<file path="config.mk">
export PLATFORM = sky130hd
export DESIGN_NAME = uart_tx_framer_flat
export DESIGN_NICKNAME = d
export VERILOG_FILES = /design/src/rtl/uart_tx_framer_if.sv /design/src/rtl/uart_tx_framer.sv /design/src/flat_wrapper.sv
export SDC_FILE = /design/constraint.sdc
export NUM_CORES = 1
export LEC_CHECK = 0
export ABC_AREA = 1
export CORE_UTILIZATION = 25
export DETAILED_ROUTE_END_ITERATION = 8
export SLEW_MARGIN = 10
export SYNTH_ARGS = -nofsm -noshare
export SYNTH_HDL_FRONTEND = slang
export SYNTH_SLANG_ARGS = --single-unit
</file>
<file path="constraint.sdc">
create_clock -name clock -period 3.9 [get_ports clock]
set_clock_uncertainty 0.2 [all_clocks]
set_input_delay 0.78 -clock clock [delete_from_list [all_inputs] [get_ports clock]]
set_output_delay 0.78 -clock clock [all_outputs]
set_load 0.01 [all_outputs]
</file>
<file path="src/rtl/uart_tx_framer_if.sv">
// Write-side handshake between a word source and the UART transmit framer.
interface uart_tx_framer_if #(
  parameter int unsigned DATA_BITS = 8
);

  logic                 tx_start;
  logic [DATA_BITS-1:0] data_in;
  logic                 tx_ready;

  // Word source: requests a write and watches the holding-register state
  modport master (
    output tx_start,
    output data_in,
    input  tx_ready
  );

  // Framer: accepts words into its holding register
  modport slave (
    input  tx_start,
    input  data_in,
    output tx_ready
  );

endinterface

</file>
<file path="src/rtl/uart_tx_framer.sv">
// Parametrised UART transmitter: configurable width, optional parity, configurable
// stop length, and a one-word holding register so frames can run back to back.
module uart_tx_framer #(
  parameter int unsigned DATA_BITS  = 8,
  parameter int unsigned OVERSAMPLE = 16,
  parameter int unsigned SB_TICK    = 16,
  parameter int unsigned PARITY     = 0
) (
  input  logic              clock,
  input  logic              reset,
  input  logic              s_tick,
  uart_tx_framer_if.slave   bus,
  output logic              tx_busy,
  output logic              tx,
  output logic              tx_done
);

  localparam int unsigned MAX_TICK = (OVERSAMPLE > SB_TICK) ? OVERSAMPLE : SB_TICK;
  localparam int unsigned TICK_W   = (MAX_TICK > 1) ? $clog2(MAX_TICK) : 1;
  localparam int unsigned BIT_W    = (DATA_BITS > 1) ? $clog2(DATA_BITS) : 1;

  localparam logic [TICK_W-1:0] BIT_LAST  = TICK_W'(OVERSAMPLE - 1);
  localparam logic [TICK_W-1:0] STOP_LAST = TICK_W'(SB_TICK - 1);
  localparam logic [BIT_W-1:0]  DATA_LAST = BIT_W'(DATA_BITS - 1);
  localparam logic              HAS_PAR   = (PARITY != 0);
  localparam logic              ODD_PAR   = (PARITY == 2);

  typedef enum logic [2:0] {
    S_IDLE,
    S_START,
    S_DATA,
    S_PARITY,
    S_STOP
  } state_e;

  state_e               state_q, state_d;
  logic [TICK_W-1:0]    tick_q, tick_d;
  logic [BIT_W-1:0]     bit_q, bit_d;
  logic [DATA_BITS-1:0] shreg_q, shreg_d;
  logic                 par_q, par_d;
  logic [DATA_BITS-1:0] hold_q, hold_d;
  logic                 hold_valid_q, hold_valid_d;
  logic                 tx_q, tx_d;
  logic                 tx_busy_q, tx_busy_d;
  logic                 tx_done_q, tx_done_d;
  logic                 tx_ready_q, tx_ready_d;
  logic                 accept_c;
  logic                 load_c;

  assign accept_c    = bus.tx_start && tx_ready_q;
  assign bus.tx_ready = tx_ready_q;
  assign tx_busy     = tx_busy_q;
  assign tx          = tx_q;
  assign tx_done     = tx_done_q;

  // State and datapath registers; reset aborts any frame and drops the held word
  always_ff @(posedge clock or negedge reset) begin
    if (!reset) begin
      state_q      <= S_IDLE;
      tick_q       <= '0;
      bit_q        <= '0;
      shreg_q      <= '0;
      par_q        <= 1'b0;
      hold_q       <= '0;
      hold_valid_q <= 1'b0;
      tx_q         <= 1'b1;
      tx_busy_q    <= 1'b0;
      tx_done_q    <= 1'b0;
      tx_ready_q   <= 1'b1;
    end else begin
      state_q      <= state_d;
      tick_q       <= tick_d;
      bit_q        <= bit_d;
      shreg_q      <= shreg_d;
      par_q        <= par_d;
      hold_q       <= hold_d;
      hold_valid_q <= hold_valid_d;
      tx_q         <= tx_d;
      tx_busy_q    <= tx_busy_d;
      tx_done_q    <= tx_done_d;
      tx_ready_q   <= tx_ready_d;
    end
  end

  // Next-state, holding-register and registered-output logic
  always_comb begin
    state_d      = state_q;
    tick_d       = tick_q;
    bit_d        = bit_q;
    shreg_d      = shreg_q;
    par_d        = par_q;
    hold_d       = hold_q;
    hold_valid_d = hold_valid_q;
    tx_done_d    = 1'b0;
    load_c       = 1'b0;

    case (state_q)
      S_IDLE: begin
        if (hold_valid_q) begin
          load_c = 1'b1;
        end
      end

      S_START: begin
        if (s_tick) begin
          if (tick_q == BIT_LAST) begin
            tick_d  = '0;
            state_d = S_DATA;
          end else begin
            tick_d = tick_q + TICK_W'(1);
          end
        end
      end

      S_DATA: begin
        if (s_tick) begin
          if (tick_q == BIT_LAST) begin
            tick_d  = '0;
            shreg_d = {1'b0, shreg_q[DATA_BITS-1:1]};
            if (bit_q == DATA_LAST) begin
              bit_d   = '0;
              state_d = HAS_PAR ? S_PARITY : S_STOP;
            end else begin
              bit_d = bit_q + BIT_W'(1);
            end
          end else begin
            tick_d = tick_q + TICK_W'(1);
          end
        end
      end

      S_PARITY: begin
        if (s_tick) begin
          if (tick_q == BIT_LAST) begin
            tick_d  = '0;
            state_d = S_STOP;
          end else begin
            tick_d = tick_q + TICK_W'(1);
          end
        end
      end

      S_STOP: begin
        if (s_tick) begin
          if (tick_q == STOP_LAST) begin
            tick_d    = '0;
            tx_done_d = 1'b1;
            if (hold_valid_q) begin
              load_c = 1'b1;
            end else begin
              state_d = S_IDLE;
            end
          end else begin
            tick_d = tick_q + TICK_W'(1);
          end
        end
      end

      default: begin
        state_d = S_IDLE;
        tick_d  = '0;
        bit_d   = '0;
      end
    endcase

    // Load: move the held word into the shifter; a tick on this clock is dropped
    if (load_c) begin
      shreg_d      = hold_q;
      par_d        = (^hold_q) ^ ODD_PAR;
      hold_valid_d = 1'b0;
      state_d      = S_START;
      tick_d       = '0;
      bit_d        = '0;
    end

    // Accept: only possible while the holding register is empty, so never with a load
    if (accept_c) begin
      hold_d       = bus.data_in;
      hold_valid_d = 1'b1;
    end

    tx_ready_d = !hold_valid_d;
    tx_busy_d  = (state_d != S_IDLE);

    // Line level follows the state being entered so it aligns with tx_done
    case (state_d)
      S_START:  tx_d = 1'b0;
      S_DATA:   tx_d = shreg_d[0];
      S_PARITY: tx_d = par_d;
      default:  tx_d = 1'b1;
    endcase
  end

endmodule

</file>
<file path="src/flat_wrapper.sv">
// flat-port wrapper written by rule: the top's interface ports become plain ports
module uart_tx_framer_flat 
#(
  parameter int unsigned DATA_BITS  = 8,
  parameter int unsigned OVERSAMPLE = 16,
  parameter int unsigned SB_TICK    = 16,
  parameter int unsigned PARITY     = 0
)
  (clock, reset, s_tick, tx_busy, tx, tx_done, bus_tx_start, bus_data_in, bus_tx_ready);
  uart_tx_framer_if #(.DATA_BITS(DATA_BITS)) bus_i ();
  input  logic clock;
  input  logic reset;
  input  logic s_tick;
  output logic tx_busy;
  output logic tx;
  output logic tx_done;
  input wire logic [$bits(bus_i.tx_start)-1:0] bus_tx_start;
  input wire logic [$bits(bus_i.data_in)-1:0] bus_data_in;
  output wire logic [$bits(bus_i.tx_ready)-1:0] bus_tx_ready;
  assign bus_i.tx_start = bus_tx_start;
  assign bus_i.data_in = bus_data_in;
  assign bus_tx_ready = bus_i.tx_ready;
  uart_tx_framer #(.DATA_BITS(DATA_BITS), .OVERSAMPLE(OVERSAMPLE), .SB_TICK(SB_TICK), .PARITY(PARITY)) u_core (.clock(clock), .reset(reset), .s_tick(s_tick), .bus(bus_i), .tx_busy(tx_busy), .tx(tx), .tx_done(tx_done));
endmodule
</file>
== Yosys cells after proc, flatten, opt, wreduce, memory -nomap -nowiden ==
Index checks and enable logic that the tools add are counted.
Word-level totals
  flip-flop bits (word level): 32
  word-level logic and storage cells: 77
  input bits: 12
Cells by class
  mux-type cells: 36
  $add $sub $neg: 2
  equality and inequality tests: 14
  reduce and logical (&&, ||, !) cells: 13
Operators with widths (count)
  3-bit 2-to-1 mux: 15
  8-bit 2-to-1 mux: 4
  3-bit case mux with 5 select lines: 1
  3-bit by 2-bit == test with 1-bit output (second input constant): 4
  4-bit 2-to-1 mux: 3
  1-bit 2-to-1 mux: 9
  4-bit case mux with 2 select lines: 1
  4-bit OR reduction: 2
  8-bit parity: 1
  3-bit by 1-bit == test with 1-bit output (second input constant): 2
  3-bit == test (second input constant): 2
  3-bit by 1-bit inequality test with 1-bit output (second input constant): 2
  3-bit case mux with 2 select lines: 1
  3-bit AND reduction: 2
  2-bit nonzero test: 3
  4-bit by 1-bit adder with 4-bit output (second input constant): 1
  4-bit == test (second input constant): 1
  2-bit by 1-bit inequality test with 1-bit output (second input constant): 2
  3-bit by 1-bit adder with 3-bit output (second input constant): 1
  3-bit zero test: 1
  3-bit by 2-bit inequality test with 1-bit output (second input constant): 1
  1-bit case mux with 3 select lines: 1
  3-bit nonzero test: 1
  1-bit case mux with 2 select lines: 1
  other kinds (3): 3

== Logic depth before layout (Yosys ltp) ==
Gate-level depths: netlist (run 1).
  depth after elaboration: 8
  depth in mapped cells: 9
  gate-level depth less buffers: 9

== Worst setup path after synthesis (run 1) ==
No wires, ideal clock.
  path kind: input to register
  start: in s_tick
  end: reg u_core.tx_busy_q (netlist: u_core.tx_busy)
  slack: 2140 ps
  arrival time: 1428 ps
  path buffers: 2
  stages: 7
  data required time: 3568 ps
  setup time: 132 ps
  cell sequence: nand4_2 > nand2_1 > nand2_2 > buf_6 > buf_8 > nand2_2 > nand3_1
On the way
  cells in the longest elaborated chain, start to end: 4
RTL lines
  start: declaration: line flat_wrapper.sv:13  | input logic s_tick;
  3-bit 2-to-1 mux (tied with other cells): line uart_tx_framer.sv:144  | if (s_tick) begin
  3-bit case mux with 5 select lines or 1-bit case mux with 2 select lines (tied branches): line uart_tx_framer.sv:97  | case (state_q)
  3-bit 2-to-1 mux (*): line uart_tx_framer.sv:167  | if (load_c) begin
  3-bit nonzero test (*): line uart_tx_framer.sv:183  | tx_busy_d = (state_d != S_IDLE);
  via u_core.tx_busy_d: line uart_tx_framer.sv:44  | logic tx_busy_q, tx_busy_d;
  end signal: assignment: line uart_tx_framer.sv:79  | tx_busy_q <= tx_busy_d;
  end: declaration: line uart_tx_framer.sv:44
Mark *: on every way through the listed nets, which the timed path passes. The rest lies on a longest branch.
A chain may end at the register's enable or synchronous reset.

== Final worst setup path (run 1) ==
Ends and elaborated chain as after synthesis.

==> results of run 1 <==
==> area by class of cell <==
type	count	area, µm²
flip-flops and latches	32	803
fillers	736	4750
clock inverters	1	5.00
inverters	30	115
clock buffers	7	76.3
repair buffers	16	158
multi-input cells	143	841
well taps	96	120
==> worst max-delay path, delay by kind of cell <==
family	cells	cell delay [ps]
AOI/OAI and AO/OA	1	240
and+or+nand+nor	4	750
buffers and inverters	2	630
==> logic make-up after synthesis <==
group                      count (synthesis)
buffers and inverters                     33
AOI/OAI and AO/OA                         26
adders and majority gates                  3
and+or+nand+nor                          113
xor gates and xnor gates                   1
DFF                                       32
==> worst min-delay path by stage <==
stage,start,endpoint,slack [ps],cells after the start
CTS,u_core.bit_q[1],u_core.bit_q[1],290,2
global placement,u_core.bit_q[1],u_core.bit_q[1],270,2
finish,u_core.bit_q[2],u_core.bit_q[2],290,2
detailed placement,u_core.bit_q[1],u_core.bit_q[1],270,2
floorplan,u_core.bit_q[1],u_core.bit_q[1],250,2
global route,u_core.bit_q[1],u_core.bit_q[1],320,2
==> sequential cells by signal, summed over array words and instances (netlist names), 3 cells and up <==
name            count
u_core.hold_q       8
u_core.shreg_q      8
u_core.tick_q       4
u_core.bit_q        3
u_core.state_q      3
==> stage by stage <==
| step | setup WS [ps] | util [%] | power (mW) | cell area [µm²] | hold slack (ps) |
|---|---|---|---|---|---|
| detailed placement | 1170 | 29.7 | 1.10 | 2040 | 273 |
| floorplan | 2140 | - | 0.974 | 1790 | 253 |
| finish | 1450 | 30.8 | 1.33 | 2120 | 286 |
| global placement | 1230 | 29.7 | 1.09 | 2040 | 272 |
| global route | 1270 | 30.8 | 1.47 | 2120 | 324 |
| CTS | 1460 | 30.8 | 1.35 | 2120 | 291 |
==> power groups by stage <==
stage | Combinational, mW | Clock, mW | Sequential [mW]
final | 0.527 | 0.248 | 0.557
after global routing | 0.617 | 0.273 | 0.577
after CTS | 0.536 | 0.260 | 0.558
after detailed placement | 0.533 | 0 | 0.563
after global placement | 0.526 | 0 | 0.562
after floorplan | 0.423 | 0 | 0.551
==> metal layers <==
metal / global-route usage (%) / up-vias / routed length [µm]
li1: - / 709 / -
met1: 13.0 / 627 / 1680
met2: 16.7 / 25 / 1460
met3: 3.24 / 6 / 137
met4: 5.91 / 0 / 57
met5: 0 / - / 0
==> synthesized netlist by cell type (all sizes together), types with 2 or more instances <==
library cell   n
inv           30
nand4          4
dfstp          2
nand2         65
nor3           2
o211ai         5
and2           2
a21oi         11
buf            2
nand3         18
nor2          20
ha             3
o221ai         3
dfrtp         30
o21ai          5
nand3b         2
==> results.md, run 1 <==
- Status: finished, final reports clean
- Worst endpoint required time: between 3000 and 4000 ps
- Routed WL: roughly 3.3 mm
- Post-synthesis xor/xnor area fraction: less than 1%
- Final period util: between 60% and 70%
- Crit path cell chain: clkdlybuf4s50_1 > nand4_2 > nand2_1 > nand2_2 > inv_1 > a21oi_1 > nand3_1
- Worst r2r src: u_core.tick_q[0]
- Max Freq: a little over 0.4 GHz
- GPL Wtd Cong: around 0.75
- Synth Area in Compound Gates: 12.7%
- Area Overhead vs Synth: 18.4%
- DIE AREA: around 7500 µm²
- Setup violators final: 0
- RSZ-0062 raised after global routing: no
- WP data arrival: 2410 ps
- CTS Hold Buffers Added: 0
- Vias/cell: 4.21
- Initial Util: roughly a quarter
- Leading cell type in the layout, fill and taps excluded: nand2_1
- Port bufs: 15
- Clock power frac: approximately a fifth
- Die Span Y: around 87 µm
- Die width: ~87 µm
- Ant diodes: 0
- R2r endpoint: u_core.tx_busy
- Antenna Nets Post-Route: 0
- Critical path launch point: s_tick
- Clk root buf: clkbuf_8
- First-pass GRT wire length: around 6.0 mm
- Netlist cell types: 33
- Max Cap Viol: 0
- Setup crit end: u_core.tx_busy
- Commonest non-fill, non-tap cells in the layout: nand2_1, dfrtp_1, inv_1
- Routed vias: approximately 1400
- Clk buf depth: 2
- Fin cells: 325
- Leakage: between 1 and 1.5 nW
- P_int: ~0.81 mW
- Post_cts resized: 0
- Synthesized Nets: between 200 and 250
- CP peak stage delay: approximately 440 ps
- Synth top area share: 42.0%
- Post-layout min period: between 2000 and 2500 ps
- Hpwl dp: 2.36 mm
- Reg clk slew, reported paths: around 70 ps
- Post-Place Cells: roughly 320
- Ports: 16
- Grt total ovfl: 0
- Nets@finish: about 240
- Synth Area in Simple Gates: approximately a third
- 1st-iter DRT viols: 59
- CTS Buf Count: 5
- Post-synth EDFFs: 0
- Pwr dens: ~630 nW/µm²
- Reg2Reg Depth: 7
- Via count of the first global-routing pass: 1383
- Most used DFF post-synth: dfrtp_1
- Sequential area share after synthesis: 44.9%
- WL/cell: 10.2 µm
- Post-Synth Adder-Cell Area: 2.10%
- Total track usage: 10.6%
- TritonCTS clock tree: yes
- Psw: about 0.52 mW
- Largest family of logic cells by synthesized area: simple AND/OR/NAND/NOR gates
- Post-CTS Setup Bufs: 0
- Row count: 30
- Crit end category: register
- Async set-reset flop share out of synthesis: 100%
- Comb power frac: around two fifths
- Core ar.: between 6000 and 7000 µm²
- Slew HR: between 60% and 70%
- Measured slew at the worst slew-check pin: between 500 and 600 ps
- Final max-slew violation count: 0
- #FFs+latches synth: 32
- Final Hold Fails: 0
- R2r setup slk: 1680 ps
- Worst VDD drop: ~0.26 mV
- Post-synthesis cell area: approximately 1800 µm²
- Remaining DRCs: 0
- Multiplexer share of the synthesized area: 0%
- Crit path kind: in -> reg
- Critical Path Fanout Max: 20
- Total Neg Setup Slack: 0 ps
- Crit-path slowest cell: clkdlybuf4s50_1
- Syn Area/Cell: roughly 8.6 µm²
- DR pass1 iterations: 4
- Setup crit start kind: input pin
- Min-delay worst type: reg -> reg
- Switching part of the total: 39.3%
- Yosys top cell by area: dfrtp_1
- Clock Latency Late Sink: 290 ps
- Layout cells sized above 1: between 15 and 20%
- CTS H-tree lvls: 2
- Clock sink total: 32
- Area contributors post-synth: dfrtp_1, nand2_1, inv_1, nand3_2, nor2_1
- Largest net degree at the start of global routing: 33
- Initial antenna violation count: 0
- Gate count of the mapped netlist: 208
- YS warnings: 0
- Sequential power share: 41.8%
Note: power is estimated with default switching activity, not from simulation.
==> inputs of run 2 (changes only) <==
==> constraint.sdc (replaced) <==
create_clock -name clock -period 2.5 [get_ports clock]
set_clock_uncertainty 0.2 [all_clocks]
set_input_delay 0.5 -clock clock [delete_from_list [all_inputs] [get_ports clock]]
set_output_delay 0.5 -clock clock [all_outputs]
set_load 0.01 [all_outputs]
==> results.md, run 2 (same netlist as run 1, synthesis figures left out) <==
- Status: finished, final reports clean
- Ports: 16
- WP buf/inv: 1
- Crit-path slowest cell: dfstp_2
- Crit path kind: reg -> out
- Antenna Nets Post-Route: 0
- Setup crit start kind: register
- Final max-slew violation count: 0
- RSZ-0062 raised after global routing: no
- Measured slew at the worst slew-check pin: between 500 and 600 ps
- Final worst slack: 461 ps
- WL/cell: around 10 µm
- Max Freq: about 0.49 GHz
- Hold_ws: roughly 290 ps
- Die width: around 87 µm
- Row count: 30
- Layout cells sized above 1: about a fifth
- First-pass GRT wire length: 5.90 mm
- WP data arrival: approximately 1300 ps
- Grt total ovfl: 0
- CP peak stage delay: 530 ps
- GPL Wtd Cong: approximately 0.80
- Footprint of the multi-input gates: between 800 and 900 µm²
- Core ar.: slightly below 7000 µm²
- Post-layout min period: 2040 ps
- Port bufs: 15
- Delay-heaviest family, CP: flip-flops
- Dpl cell area: ~2000 µm²
- Commonest non-fill, non-tap cells in the layout: nand2_1, dfrtp_1, inv_1
- Fin cells: roughly 330
- Final Hold Fails: 0
- Setup violators final: 0
- Routed WL: approximately 3.4 mm
- Hpwl dp: ~2.5 mm
- Reg clk slew, reported paths: approximately 70 ps
- Worst endpoint required time: 1800 ps
- Nets@finish: around 240
- Post_cts resized: 0
- Total power: 2.08 mW
- Leading cell type in the layout, fill and taps excluded: nand2_1
- Vias/cell: about 4.2
- Crit path cell chain: clkdlybuf4s50_1
- Die Span Y: between 80 and 90 µm
- Stages on the worst setup path: 1
- Initial Util: between 20% and 30%
- Hold Path Cell Cnt: 2
- Clk buf depth: 2
- Min-delay worst type: reg -> reg
- Clk root buf: clkbuf_8
- Final core occ: between 30 and 40%
- DIE AREA: ~7500 µm²
- Fill cell count: between 700 and 800
- Largest net degree at the start of global routing: 33
- Leakage: around 1.1 nW
- Final period util: 81.6%
- Slew HR: ~65%
- Total Neg Setup Slack: 0 ps
- Register area: 803 µm²
- Worst r2r src: u_core.tick_q[0]
- Critical Path Fanout Max: 2
- Pwr dens: ~980 nW/µm²
- CTS Hold Buffers Added: 0
- Initial antenna violation count: 0
- Clock sink total: 32
- Remaining DRCs: 0
- Max Cap Viol: 0
- Total track usage: between 10% and 20%
- Ant diodes: 0
- Via count of the first global-routing pass: 1304
- Crit end category: output port
- TritonCTS clock tree: yes
- R2r endpoint: u_core.par_q
- Worst VDD drop: 0.453 mV
- Regs by FF count: u_core.hold_q: 8 flops, u_core.shreg_q: 8 flops, u_core.tick_q: 4 flops
- Setup WS pre-CTS: ~350 ps
- Cell area after layout: approximately 2100 µm²
- Routed vias: approximately 1400
- Area Overhead vs Synth: 18.6%
- 1st-iter DRT viols: just under 70
- Setup crit end: bus_tx_ready
- Clock Latency Late Sink: about 290 ps
- Post-CTS Setup Bufs: 0
- Critical path launch point: u_core.bus.tx_ready
- Reg2Reg Depth: 7
- CTS Buf Count: 5
- Post-Place Cells: between 300 and 400
- CTS H-tree lvls: 2
- R2r setup slk: 620 ps
- DR pass1 iterations: 4
-- run 2: cell types whose count changed in the layout (fill, tap and decap cells not counted) --
cell,previous run,this run
clkbuf_1,2,1
buf_4,1,2
-- run 2: report_power, final --
group	total [mW]	switching, mW	internal [mW]
Sequential	0.870	0.140	0.729
Combinational	0.833	0.492	0.342
Clock	0.379	0.190	0.189
Total	2.08	0.822	1.26
-- run 2: worst min-delay path by stage --
stage / to / start / slack [ps]
2_1_floorplan: u_core.bit_q[0] / reset / 4
3_3_place_gp: u_core.bit_q[1] / u_core.bit_q[1] / 270
3_5_place_dp: u_core.bit_q[2] / u_core.bit_q[2] / 280
4_1_cts: u_core.bit_q[2] / u_core.bit_q[2] / 290
5_1_grt: u_core.bit_q[2] / u_core.bit_q[2] / 330
6_report: u_core.bit_q[2] / u_core.bit_q[2] / 290
-- run 2: layout make-up --
cell class	instances	share of cell area [%]
repair buffers	17	7.78
well taps	96	5.66
flip-flops and latches	32	37.9
clock inverters	1	0.236
multi-input cells	143	39.6
inverters	30	5.42
clock buffers	6	3.42
-- run 2: layer usage --
| layer | track usage (%) | routed length [µm] | up-vias |
|---|---|---|---|
| met4 | 5.45 | 75 | 0 |
| met5 | 0 | 0 | - |
| met2 | 15.8 | 1500 | 25 |
| met3 | 2.86 | 147 | 8 |
| met1 | 13.5 | 1680 | 627 |
| li1 | - | - | 706 |
